===== config.mk =====
export PLATFORM = sky130hd
export DESIGN_NAME = blc_pipe
export DESIGN_NICKNAME = d
export VERILOG_FILES = /design/src/rtl/blc_pkg.sv /design/src/rtl/blc_lod.sv /design/src/rtl/blc_pipe.sv
export SDC_FILE = /design/constraint.sdc
export NUM_CORES = 1
export LEC_CHECK = 0
export CELL_PAD_IN_SITES_DETAIL_PLACEMENT = 0
export CELL_PAD_IN_SITES_GLOBAL_PLACEMENT = 1
export CORE_MARGIN = 4
export CORE_UTILIZATION = 39
export CTS_BUF_LIST = sky130_fd_sc_hd__clkbuf_2
export DETAILED_ROUTE_END_ITERATION = 8
export PLACE_DENSITY = 0.92
export SYNTH_ARGS = -nofsm -noshare
export SYNTH_HDL_FRONTEND = slang
export SYNTH_SLANG_ARGS = --single-unit

===== constraint.sdc =====
create_clock -name clk -period 1.44 [get_ports clk]
set_input_delay 0.432 -clock clk [delete_from_list [all_inputs] [get_ports clk]]
set_output_delay 0.432 -clock clk [all_outputs]
set_load 0.005 [all_outputs]

===== src/rtl/blc_pkg.sv =====
// Shared constants and helpers for the binary-logarithm converter and its
// companion blocks.
package blc_pkg;

    localparam int ROUND_TRUNC   = 0;
    localparam int ROUND_NEAREST = 1;

    function automatic int clog2(input int value);
        int r;
        r = 0;
        while ((32'sd1 <<< r) < value) begin
            r = r + 1;
        end
        return r;
    endfunction

    // Width of the packed {k, y} result.
    function automatic int tlog_width(input int w, input int f);
        return clog2(w) + f;
    endfunction

endpackage


===== src/rtl/blc_lod.sv =====
// Combinational leading-one detector: one-hot leading-one position, its binary
// index and an all-zero flag.
module blc_lod
    import blc_pkg::*;
#(
    parameter  int W  = 16,
    localparam int KW = clog2(W)
) (
    input  logic [W-1:0]  x,
    output logic [W-1:0]  onehot,
    output logic [KW-1:0] k,
    output logic          zero
);

    // Scan upward so the highest set bit leaves the final index.
    always_comb begin
        k = '0;
        for (int i = 0; i < W; i++) begin
            k = x[i] ? KW'(i) : k;
        end
        zero   = (x == '0);
        onehot = zero ? '0 : ({{(W-1){1'b0}}, 1'b1} << k);
    end

endmodule


===== src/rtl/blc_pipe.sv =====
// Two-stage Mitchell log2 converter: leading-one detect and mantissa align,
// then truncate or round into {k, y}, under a valid/ready handshake.
module blc_pipe
    import blc_pkg::*;
#(
    parameter  int W     = 16,
    parameter  int F     = 5,
    parameter  int ROUND = ROUND_TRUNC,
    localparam int KW    = clog2(W),
    localparam int TW    = tlog_width(W, F)
) (
    input  logic          clk,
    input  logic          rst_n,
    input  logic          in_valid,
    output logic          in_ready,
    input  logic [W-1:0]  in_x,
    output logic          out_valid,
    input  logic          out_ready,
    output logic [TW-1:0] out_tlog,
    output logic          out_zero
);

    logic [W-1:0]  lod_onehot_s;
    logic [KW-1:0] lod_k_s;
    logic          lod_zero_s;
    logic [KW-1:0] shamt_s;
    logic [W-2:0]  m_s;

    logic          s1_valid_r;
    logic [KW-1:0] s1_k_r;
    logic [W-2:0]  s1_m_r;
    logic          s1_zero_r;

    logic          s1_advance_s;
    logic          in_ready_s;

    logic [W-1:0]  ext_s;
    logic [F-1:0]  y_raw_s;
    logic          round_bit_s;
    logic [F:0]    sum_s;
    logic [KW-1:0] k_n_s;
    logic [F-1:0]  y_n_s;

    logic          out_valid_r;
    logic [TW-1:0] out_tlog_r;
    logic          out_zero_r;

    blc_lod #(.W(W)) u_lod (
        .x      (in_x),
        .onehot (lod_onehot_s),
        .k      (lod_k_s),
        .zero   (lod_zero_s)
    );

    // Handshake: stage 1 drains whenever the output register is free or taken.
    always_comb begin
        s1_advance_s = !out_valid_r || out_ready;
        in_ready_s   = !s1_valid_r || s1_advance_s;
    end

    // Drop the leading one and MSB-align the remaining bits.
    always_comb begin
        shamt_s = KW'(W - 1) - lod_k_s;
        m_s     = (W-1)'((in_x & ~lod_onehot_s) << shamt_s);
    end

    // Stage-1 valid bit.
    always_ff @(posedge clk or negedge rst_n) begin
        if (!rst_n) begin
            s1_valid_r <= 1'b0;
        end else if (in_ready_s) begin
            s1_valid_r <= in_valid;
        end else begin
            s1_valid_r <= s1_valid_r;
        end
    end

    // Stage-1 data, captured on each accepted operand.
    always_ff @(posedge clk or negedge rst_n) begin
        if (!rst_n) begin
            s1_k_r    <= '0;
            s1_m_r    <= '0;
            s1_zero_r <= 1'b0;
        end else if (in_valid && in_ready_s) begin
            s1_k_r    <= lod_k_s;
            s1_m_r    <= m_s;
            s1_zero_r <= lod_zero_s;
        end else begin
            s1_k_r    <= s1_k_r;
            s1_m_r    <= s1_m_r;
            s1_zero_r <= s1_zero_r;
        end
    end

    // A zero appended below m makes the first dropped bit read as 0 when F = W-1.
    always_comb begin
        ext_s       = {s1_m_r, 1'b0};
        y_raw_s     = F'(ext_s >> (W - F));
        round_bit_s = (ROUND == ROUND_NEAREST) ? ext_s[W-1-F] : 1'b0;
        sum_s       = {1'b0, y_raw_s} + (F+1)'(round_bit_s);
        if (s1_zero_r) begin
            k_n_s = '0;
            y_n_s = '0;
        end else if (sum_s[F]) begin
            if (s1_k_r == KW'(W - 1)) begin
                k_n_s = KW'(W - 1);
                y_n_s = '1;
            end else begin
                k_n_s = s1_k_r + KW'(1);
                y_n_s = '0;
            end
        end else begin
            k_n_s = s1_k_r;
            y_n_s = sum_s[F-1:0];
        end
    end

    // Output register; holds steady while the consumer stalls.
    always_ff @(posedge clk or negedge rst_n) begin
        if (!rst_n) begin
            out_valid_r <= 1'b0;
            out_tlog_r  <= '0;
            out_zero_r  <= 1'b0;
        end else if (s1_advance_s) begin
            out_valid_r <= s1_valid_r;
            if (s1_valid_r) begin
                out_tlog_r <= {k_n_s, y_n_s};
                out_zero_r <= s1_zero_r;
            end else begin
                out_tlog_r <= out_tlog_r;
                out_zero_r <= out_zero_r;
            end
        end else begin
            out_valid_r <= out_valid_r;
            out_tlog_r  <= out_tlog_r;
            out_zero_r  <= out_zero_r;
        end
    end

    assign in_ready  = in_ready_s;
    assign out_valid = out_valid_r;
    assign out_tlog  = out_tlog_r;
    assign out_zero  = out_zero_r;

endmodule


-- Word level (Yosys, flattened, before mapping)
Cells that the tools add are included.
W data, S select, Z words.
- shift operators: 2
- add/sub/neg operators: 1
- multiplexer cells: 18
- reduce and logical (&&, ||, !) cells: 7
- bitwise gates (word level): 2
- operators by type and width (cell ; count):
    $mux W4 ; 15
    $and A16 B16 Y16 ; 1
    $logic_not A16 Y1 ; 1
    $mux W16 ; 1
    $not A16 Y16 ; 1
    $shl A1 B4 Y16 const A ; 1
    $shl A16 B4 Y15 ; 1
    $mux W5 ; 1
    $sub A4 B4 Y4 const A ; 1
    $logic_not A1 Y1 ; 2
    $logic_or A1 B1 Y1 ; 2
    $reduce_and A2 Y1 ; 1
    $logic_and A1 B1 Y1 ; 1
    $mux W1 ; 1
- input port bits: 20
- word-level logic and storage cells: 37
- register bits after elaboration: 32
- output and inout bits: 12

-- Depth between registers and ports, before layout
Gate-level depths: netlist of the first run.
- word-level depth: 20
- depth in mapped cells: 9
- depth with buffers taken out: 7

-- Hierarchy
From an unflattened synthesis of the first run, not the netlist that was laid out.
- cells, all modules: 225
- area, all modules: 1803.0 µm²
- by module, submodules not included (module ; area an instance (µm²) ; sequential area each (µm²) ; instances ; cells each):
    blc_pipe ; 1491.4 ; 550.5 ; 1 ; 174
    blc_lod ; 311.5 ; 0.0 ; 1 ; 51

-- Least setup slack after synthesis of the first run
OpenSTA, ideal clock, no wires.
- path kind: input to register
- start point: in in_x[14]
- end point: reg s1_m_r[13]
- path slack: -954 ps
- path buffers: 2
- cell stages on the path: 9
- data required time: 1314 ps
- arrival: 2268 ps
- setup time: 126 ps
- path through: buf_6 or2_4 o311a_4 a31o_1 buf_6 mux2_4 nand2_1 a31oi_1 o32a_1
- cells in the longest elaborated chain, start to end: 7
- elaborated cells between the ends (all ways): 9
- classes of those cells: add/sub (1); shift (2); mux (3); bitwise (2); reduce/logical (1)
- RTL lines (element ; RTL line ; text):
    start: declaration ; blc_pipe.sv:16 ; input logic [W-1:0] in_x,
    branches (longest 6 deep; another with $sub A4 B4 Y4) ; -- ;
    $shl A16 B4 Y15 (*) ; blc_pipe.sv:64 ; m_s = (W-1)'((in_x & ~lod_onehot_s) << shamt_s);
    end signal: assignment ; blc_pipe.sv:86 ; s1_m_r <= m_s;
    end signal: assignment ; blc_pipe.sv:90 ; s1_m_r <= s1_m_r;
    end: declaration ; blc_pipe.sv:31 ; logic [W-2:0] s1_m_r;
Every way passes the cells marked *.
A chain may end at the register's enable or synchronous reset.

-- Worst setup path in the final report of the first run
- start point: in in_x[5]
- end point: reg s1_m_r[13]
- cells in the longest elaborated chain, start to end: 16
- elaborated cells between the ends (all ways): 18
- classes of those cells: add/sub (1); shift (2); mux (12); bitwise (2); reduce/logical (1)
- RTL lines (element ; RTL line):
    branches (longest 15 deep; another with $sub A4 B4 Y4) ; --
    $shl A16 B4 Y15 (*) ; blc_pipe.sv:64
Marked as above.

==> flow_metrics.env, run 1 <==
export IMPL_status="complete, but fails checks"
export IMPL_violations="negative setup slack"
export IMPL_p_int_mw=1.22
export IMPL_gp_congestion=0.933
export IMPL_top_layer="met4"
export IMPL_start_util_pct=40.6
export IMPL_min_period_over_period_pct=137
export IMPL_yosys_top_cells_area="dfrtp_1 (34%), nand2_1 (6.4%), o21ai_0 (6.1%)"
export IMPL_clock_sinks=22
export IMPL_area_delta_synth_final_pct=77.6
export IMPL_grt_overflow=0
export IMPL_vdd_drop_max_mv=0.279
export IMPL_grt_max_degree=23
export IMPL_nFillCells=294
export IMPL_dieArea_sq_um=5300
export IMPL_cts_buffers=3
export IMPL_hold_viol=0
export IMPL_yosys_area_top_type_share_pct=33.6
export IMPL_cap_violations=0
export IMPL_io_buffers=31
export IMPL_drive_gt1_share_pct=50.6
export IMPL_yosysMostFrequentCell="nand2_1"
export IMPL_die_h_um=72.8
export IMPL_antenna_cells=0
export IMPL_cts_tree="built"
export IMPL_hp_class="in -> async"
export IMPL_max_slew_margin_pct=67.1
export IMPL_clock_latency_ps=320
export IMPL_synthArstFlopShare_pct=100
export IMPL_critPathLaunchType="primary input"
export IMPL_track_usage_pct=21.7
export IMPL_fin_ws_ps=-539
export IMPL_avgSynthCellArea_sq_um=8.06
export IMPL_grt_pass1_vias=1947
export IMPL_fin_nets=333
export IMPL_fin_worst_skew_ps=11.2
export IMPL_p_sw_share_pct=33.9
export IMPL_die_w_um=72.8
export IMPL_power_total_mw=1.85
export IMPL_path_clk_slew_ps=190
export IMPL_placed_cell_area_sq_um=2510
export IMPL_p_comb_share_pct=45.9
export IMPL_endpoint_kind="flop"
export IMPL_crit_path_max_fanout=5
export IMPL_powerDensity_nw_per_um2=635
export IMPL_synth_edf_count=0
export IMPL_fmax_mhz=505
export IMPL_yosys_top_cells_count="nand2_1 (28), nor2_1 (23), dfrtp_1 (22), o21ai_0 (20), nand2b_1 (15)"
export IMPL_yosysSeqAreaShare_pct=33.6
export IMPL_synth_cells=203
export IMPL_p_sw_mw=0.626
export IMPL_criticalPathCategory="in -> reg"
export IMPL_p_leak_nw=1.29
export IMPL_period_needed_ps=1980
export IMPL_critPathArrivalTime_ps=2220
export IMPL_yosys_warnings=0
export IMPL_coreArea_sq_um=4030
export IMPL_detail_route_wirelength_met1_mm=2.31
export IMPL_drtIter0Drc=146
export IMPL_postRouteAntennaNets=0
export IMPL_vias=2046
export IMPL_htree_levels=1
export IMPL_syn_nets=223
export IMPL_wl_per_cell_um=16.4
export IMPL_cts_hold_buffers=0
export IMPL_hpwl_mm=4.13
export IMPL_rows=23
export IMPL_rsz0062_at_grt="yes"
export IMPL_fin_area_sq_um=2910
export IMPL_synth_ff_type="dfrtp_1"
export IMPL_synth_top_area_cell="dfrtp_1"
export IMPL_critPathRequiredTime_ps=1680
export IMPL_pre_cts_slack_ps=-1420
export IMPL_wl_mm=5.92
export IMPL_dr_wl_met3_um=325
export IMPL_pwr_share_clk_pct=12.8
export IMPL_worst_pin_slew_ps=489
export IMPL_via_per_inst=5.65
export IMPL_pwr_share_seq_pct=41.3
export IMPL_antenna_found_initial=0
export IMPL_setup_tns_ps=-2340
export IMPL_synth_seq_cells=22
export IMPL_drc=0
export IMPL_netlist_area_sq_um=1640
export IMPL_wl_met2_mm=2.96
export IMPL_hold_slack_ps=420
export IMPL_clockBufferDepth=2
export IMPL_synth_cell_types=52
export IMPL_root_buffer="clkbuf_2"
export IMPL_dr_pass1_iters=4
export IMPL_setup_viol=6
export IMPL_grt_pass1_wl_mm=9.09
export IMPL_ios=32
export IMPL_slew_violations=0
==> metal layers <==
metal | track usage (%) | vias to the layer above
met5 | 0 | -
met4 | 10.7 | 0
met3 | 2.48 | 32
met2 | 37.9 | 85
met1 | 26.4 | 965
li1 | - | 964
==> sequential cells by signal (all words and copies together), names as in the netlist <==
signal and count:
s1_m_r 5, out_tlog 9, out_zero 1, s1_valid_r 1, s1_zero_r 1, out_valid 1
s1_k_r 4
==> critical path, stage by stage <==
cell and delay, ps:
clkbuf_4 160, o311ai_4 320, a21oi_2 110, or4b_4 530
a32oi_2 230, a2111oi_2 100, o32a_1 330
==> cell type report <==
class	count	area, sq um	share of cell area [%]
well taps	50	62.6	2.15
flip-flops and latches	22	551	18.9
repair buffers	116	968	33.3
clock buffers	3	15.0	0.517
clock inverters	1	3.75	0.129
inverters	5	18.8	0.646
multi-input cells	165	1290	44.3
==> power groups by stage <==
| stage | Sequential, mW | Clock (mW) | Combinational (mW) |
|---|---|---|---|
| after floorplan | 0.774 | 0 | 0.303 |
| after global placement | 0.771 | 0 | 0.710 |
| after detailed placement | 0.776 | 0 | 0.727 |
| after CTS | 0.762 | 0.248 | 0.769 |
| after global routing | 0.775 | 0.266 | 0.921 |
| final | 0.762 | 0.236 | 0.848 |
==> what timing repair did <==
item / in CTS / in global routing
pin swaps: 32 / 25
buffers inserted: 6 / 8
setup endpoints to repair: 22 / 18
resized for setup: 133 / 55
==> cell families (layout without fill, tap and decap cells) <==
| kind of cell | after synthesis | count (layout) | synth area share [%] |
|---|---|---|---|
| flops | 22 | 22 | 33.6 |
| mux | 6 | 6 | 4.13 |
| simple gates | 90 | 90 | 28.1 |
| buf+inv | 16 | 125 | 4.82 |
| compound gates | 69 | 69 | 29.4 |
==> path summary, 6_finish.rpt <==
| kind | end | cells after the start | from | slack [ps] |
|---|---|---|---|---|
| setup / recovery | s1_m_r[13] | 7 | in_x[5] | -540 |
| hold / removal | out_tlog[6] | 2 | rst_n | 420 |
| setup reg to reg | s1_m_r[14] | 8 | out_valid | -140 |
| hold reg to reg | out_tlog[4] | 2 | out_tlog[4] | 500 |
| max in group asynchronous | out_tlog[7] | 2 | rst_n | 800 |
| min in group clk | out_tlog[4] | 2 | out_tlog[4] | 500 |
==> layout by cell type (no fill, tap or decap), types with 3 or more instances in the layout <==
cell type	netlist	layout
a21oi_2	0	3
nor2_1	23	18
clkdlybuf4s50_1	0	3
buf_2	3	5
buf_4	0	75
a21o_1	3	3
buf_8	0	3
a21oi_1	12	7
inv_1	5	5
dfrtp_1	22	22
o21ai_0	20	16
nor2_4	0	3
nand2b_1	15	14
buf_6	2	14
clkdlybuf4s15_1	0	5
nand3_1	5	5
o21ai_1	1	3
clkbuf_2	0	9
nand2_1	28	27
==> through the flow <==
| stage | instances | util [%] |
|---|---|---|
| floorplan | 203 | - |
| global placement | 344 | 62.3 |
| detailed placement | 344 | 62.3 |
| CTS | 354 | 67.8 |
| global route | 362 | 72.1 |
| finish | 362 | 72.1 |
(Power assumes the default switching activity.)
==> inputs of run 2 (changes only) <==
--- a/config.mk
+++ b/config.mk
@@ -5,6 +5,7 @@
 export SDC_FILE = /design/constraint.sdc
 export NUM_CORES = 1
 export LEC_CHECK = 0
+export ABC_CLOCK_PERIOD_IN_PS = 1440
 export CELL_PAD_IN_SITES_DETAIL_PLACEMENT = 0
 export CELL_PAD_IN_SITES_GLOBAL_PLACEMENT = 1
 export CORE_MARGIN = 4
==> results of run 2 <==
No change in the layout: final DEF, timing and power equal those of run 1.
==> inputs of run 3 (changes only) <==
--- a/config.mk
+++ b/config.mk
@@ -8,11 +8,12 @@
 export ABC_CLOCK_PERIOD_IN_PS = 1440
 export CELL_PAD_IN_SITES_DETAIL_PLACEMENT = 0
 export CELL_PAD_IN_SITES_GLOBAL_PLACEMENT = 1
-export CORE_MARGIN = 4
 export CORE_UTILIZATION = 39
 export CTS_BUF_LIST = sky130_fd_sc_hd__clkbuf_2
+export CTS_CLUSTER_SIZE = 16
 export DETAILED_ROUTE_END_ITERATION = 8
 export PLACE_DENSITY = 0.92
+export SETUP_SLACK_MARGIN = 0.1
 export SYNTH_ARGS = -nofsm -noshare
 export SYNTH_HDL_FRONTEND = slang
 export SYNTH_SLANG_ARGS = --single-unit
==> run 3 against run 2 <==
Net effect:
- the run ends with design-rule violations, negative setup slack left
- critical path depth is 1 higher
- maximum frequency shrank 5.9%
- final cell count up 2.2%
- register-to-register slack improved by 40 ps
- final area rose by 4.7%
- routed wire length rose by 13%
- via count is 6.4% higher
- clock-buffer cell count is the same
- sequential share of layout area is 0.85 points lower
- global-route usage is 6.3 points higher
==> flow_metrics.env, run 3 (synthesis results as in run 1) <==
export IMPL_status="complete, but fails checks"
export IMPL_violations="design-rule violations, negative setup slack"
export IMPL_ff2ff_setup_slack_ps=-100
export IMPL_postRouteAntennaNets=0
export IMPL_critPathArrivalTime_ps=2340
export IMPL_slowest_stage="or4b_4"
export IMPL_hp_class="in -> async"
export IMPL_largest_reg_flops=9
export IMPL_critPathLaunchType="primary input"
export IMPL_fin_nets=341
export IMPL_cts_buffers=3
export IMPL_wl_mm=6.67
export IMPL_powerDensity_nw_per_um2=635
export IMPL_setup_viol=6
export IMPL_dr_pass1_iters=6
export IMPL_io_buffers=31
export IMPL_path_clk_slew_ps=210
export IMPL_max_slew_margin_pct=74.8
export IMPL_clock_latency_ps=340
export IMPL_layout_cells_non_filler=370
export IMPL_drtIter0Drc=178
export IMPL_critPathRequiredTime_ps=1680
export IMPL_fin_worst_skew_ps=15.6
export IMPL_drc=2
export IMPL_period_needed_ps=2100
export IMPL_crit_path_max_fanout=4
export IMPL_wl_per_cell_um=18.0
export IMPL_root_buffer="clkbuf_2"
export IMPL_dieArea_sq_um=4460
export IMPL_coreArea_sq_um=4030
export IMPL_cap_violations=0
export IMPL_fin_util_pct=75.5
export IMPL_drive_gt1_share_pct=55.6
export IMPL_gp_congestion=0.934
export IMPL_antenna_cells=0
export IMPL_p_leak_nw=1.36
export IMPL_slowest_delay_ps=580
export IMPL_hpwl_mm=4.10
export IMPL_fin_ws_ps=-662
export IMPL_die_h_um=66.8
export IMPL_path_cells="buf_8, buf_6, nor4_4, nand2_2, or4b_4, a32oi_4, a2111oi_2, o32a_1"
export IMPL_min_period_over_period_pct=146
export IMPL_dpl_cell_count=344
export IMPL_antenna_found_initial=0
export IMPL_endpoint_kind="flop"
export IMPL_grt_pass1_wl_mm=9.36
export IMPL_worst_pin_slew_ps=374
export IMPL_clockBufferDepth=2
export IMPL_vdd_drop_max_mv=0.269
export IMPL_slew_violations=0
export IMPL_setup_tns_ps=-2900
export IMPL_criticalPathCategory="in -> reg"
export IMPL_rows=23
export IMPL_die_w_um=66.8
export IMPL_r2r_cells=8
export IMPL_grt_overflow=0
export IMPL_grt_pass1_vias=2037
export IMPL_clock_sinks=22
export IMPL_area_delta_synth_final_pct=85.9
export IMPL_start_util_pct=40.6
export IMPL_cts_tree="built"
export IMPL_track_usage_pct=28.1
export IMPL_rsz0062_at_grt="yes"
export IMPL_final_common_cell="buf_4"
export IMPL_vias=2176
export IMPL_htree_levels=1
export IMPL_final_cell_mix="buf_4 (69), buf_6 (29), nand2_1 (25)"
export IMPL_ios=32
export IMPL_cts_hold_buffers=0
export IMPL_grt_max_degree=23
export IMPL_power_total_mw=1.93
export IMPL_fmax_mhz=476
export IMPL_hold_viol=0
export IMPL_via_per_inst=5.88
==> run 3: metal layers <==
layer / vias up / track usage [%] / wire length, um
met5: - / 0 / 0
met4: 0 / 13.8 / 395
met3: 42 / 5.14 / 399
met2: 121 / 51.4 / 3420
met1: 1034 / 30.5 / 2450
li1: 979 / - / -
==> run 3: worst paths after layout <==
kind | to | from
setup reg to reg | s1_m_r[14] | out_valid
min in group clk | out_valid | out_ready
hold / removal | out_tlog[7] | rst_n
hold reg to reg | out_tlog[6] | out_tlog[6]
max in group asynchronous | s1_k_r[2] | rst_n
setup / recovery | s1_m_r[13] | in_x[10]
==> run 3: area by class of cell <==
type	instances	area (sq um)
repair buffers	124	1060
fillers	294	986
clock inverters	1	3.75
inverters	5	18.8
well taps	50	62.6
multi-input cells	165	1330
clock buffers	3	15.0
flip-flops and latches	22	551
==> run 3: worst max-delay path, delay by kind of cell <==
family	cells	cell delay, ps
and+or+nand+nor	3	990
AOI/OAI and AO/OA	3	700
buffers and inverters	2	210
==> run 3: per-stage QoR <==
step / hold WS (ps) / setup WS, ps / cell area, sq um
2_1_floorplan: 136 / -832 / 1670
3_3_place_gp: 460 / -1380 / 2500
3_5_place_dp: 469 / -1470 / 2500
4_1_cts: 422 / -552 / 2820
5_1_grt: 417 / -644 / 3040
6_report: 410 / -662 / 3040
==> run 3: repair_timing <==
action | in CTS | in global routing
buffers inserted | 14 | 11
cloned | 0 | 0
pin swaps | 36 | 26
gates resized for setup | 177 | 52
endpoints found under the setup margin | 27 | 29
==> run 3: power by group <==
group          switching [mW]  internal [mW]
Combinational           0.436          0.488
Sequential             0.0477          0.712
Clock                   0.189         0.0603
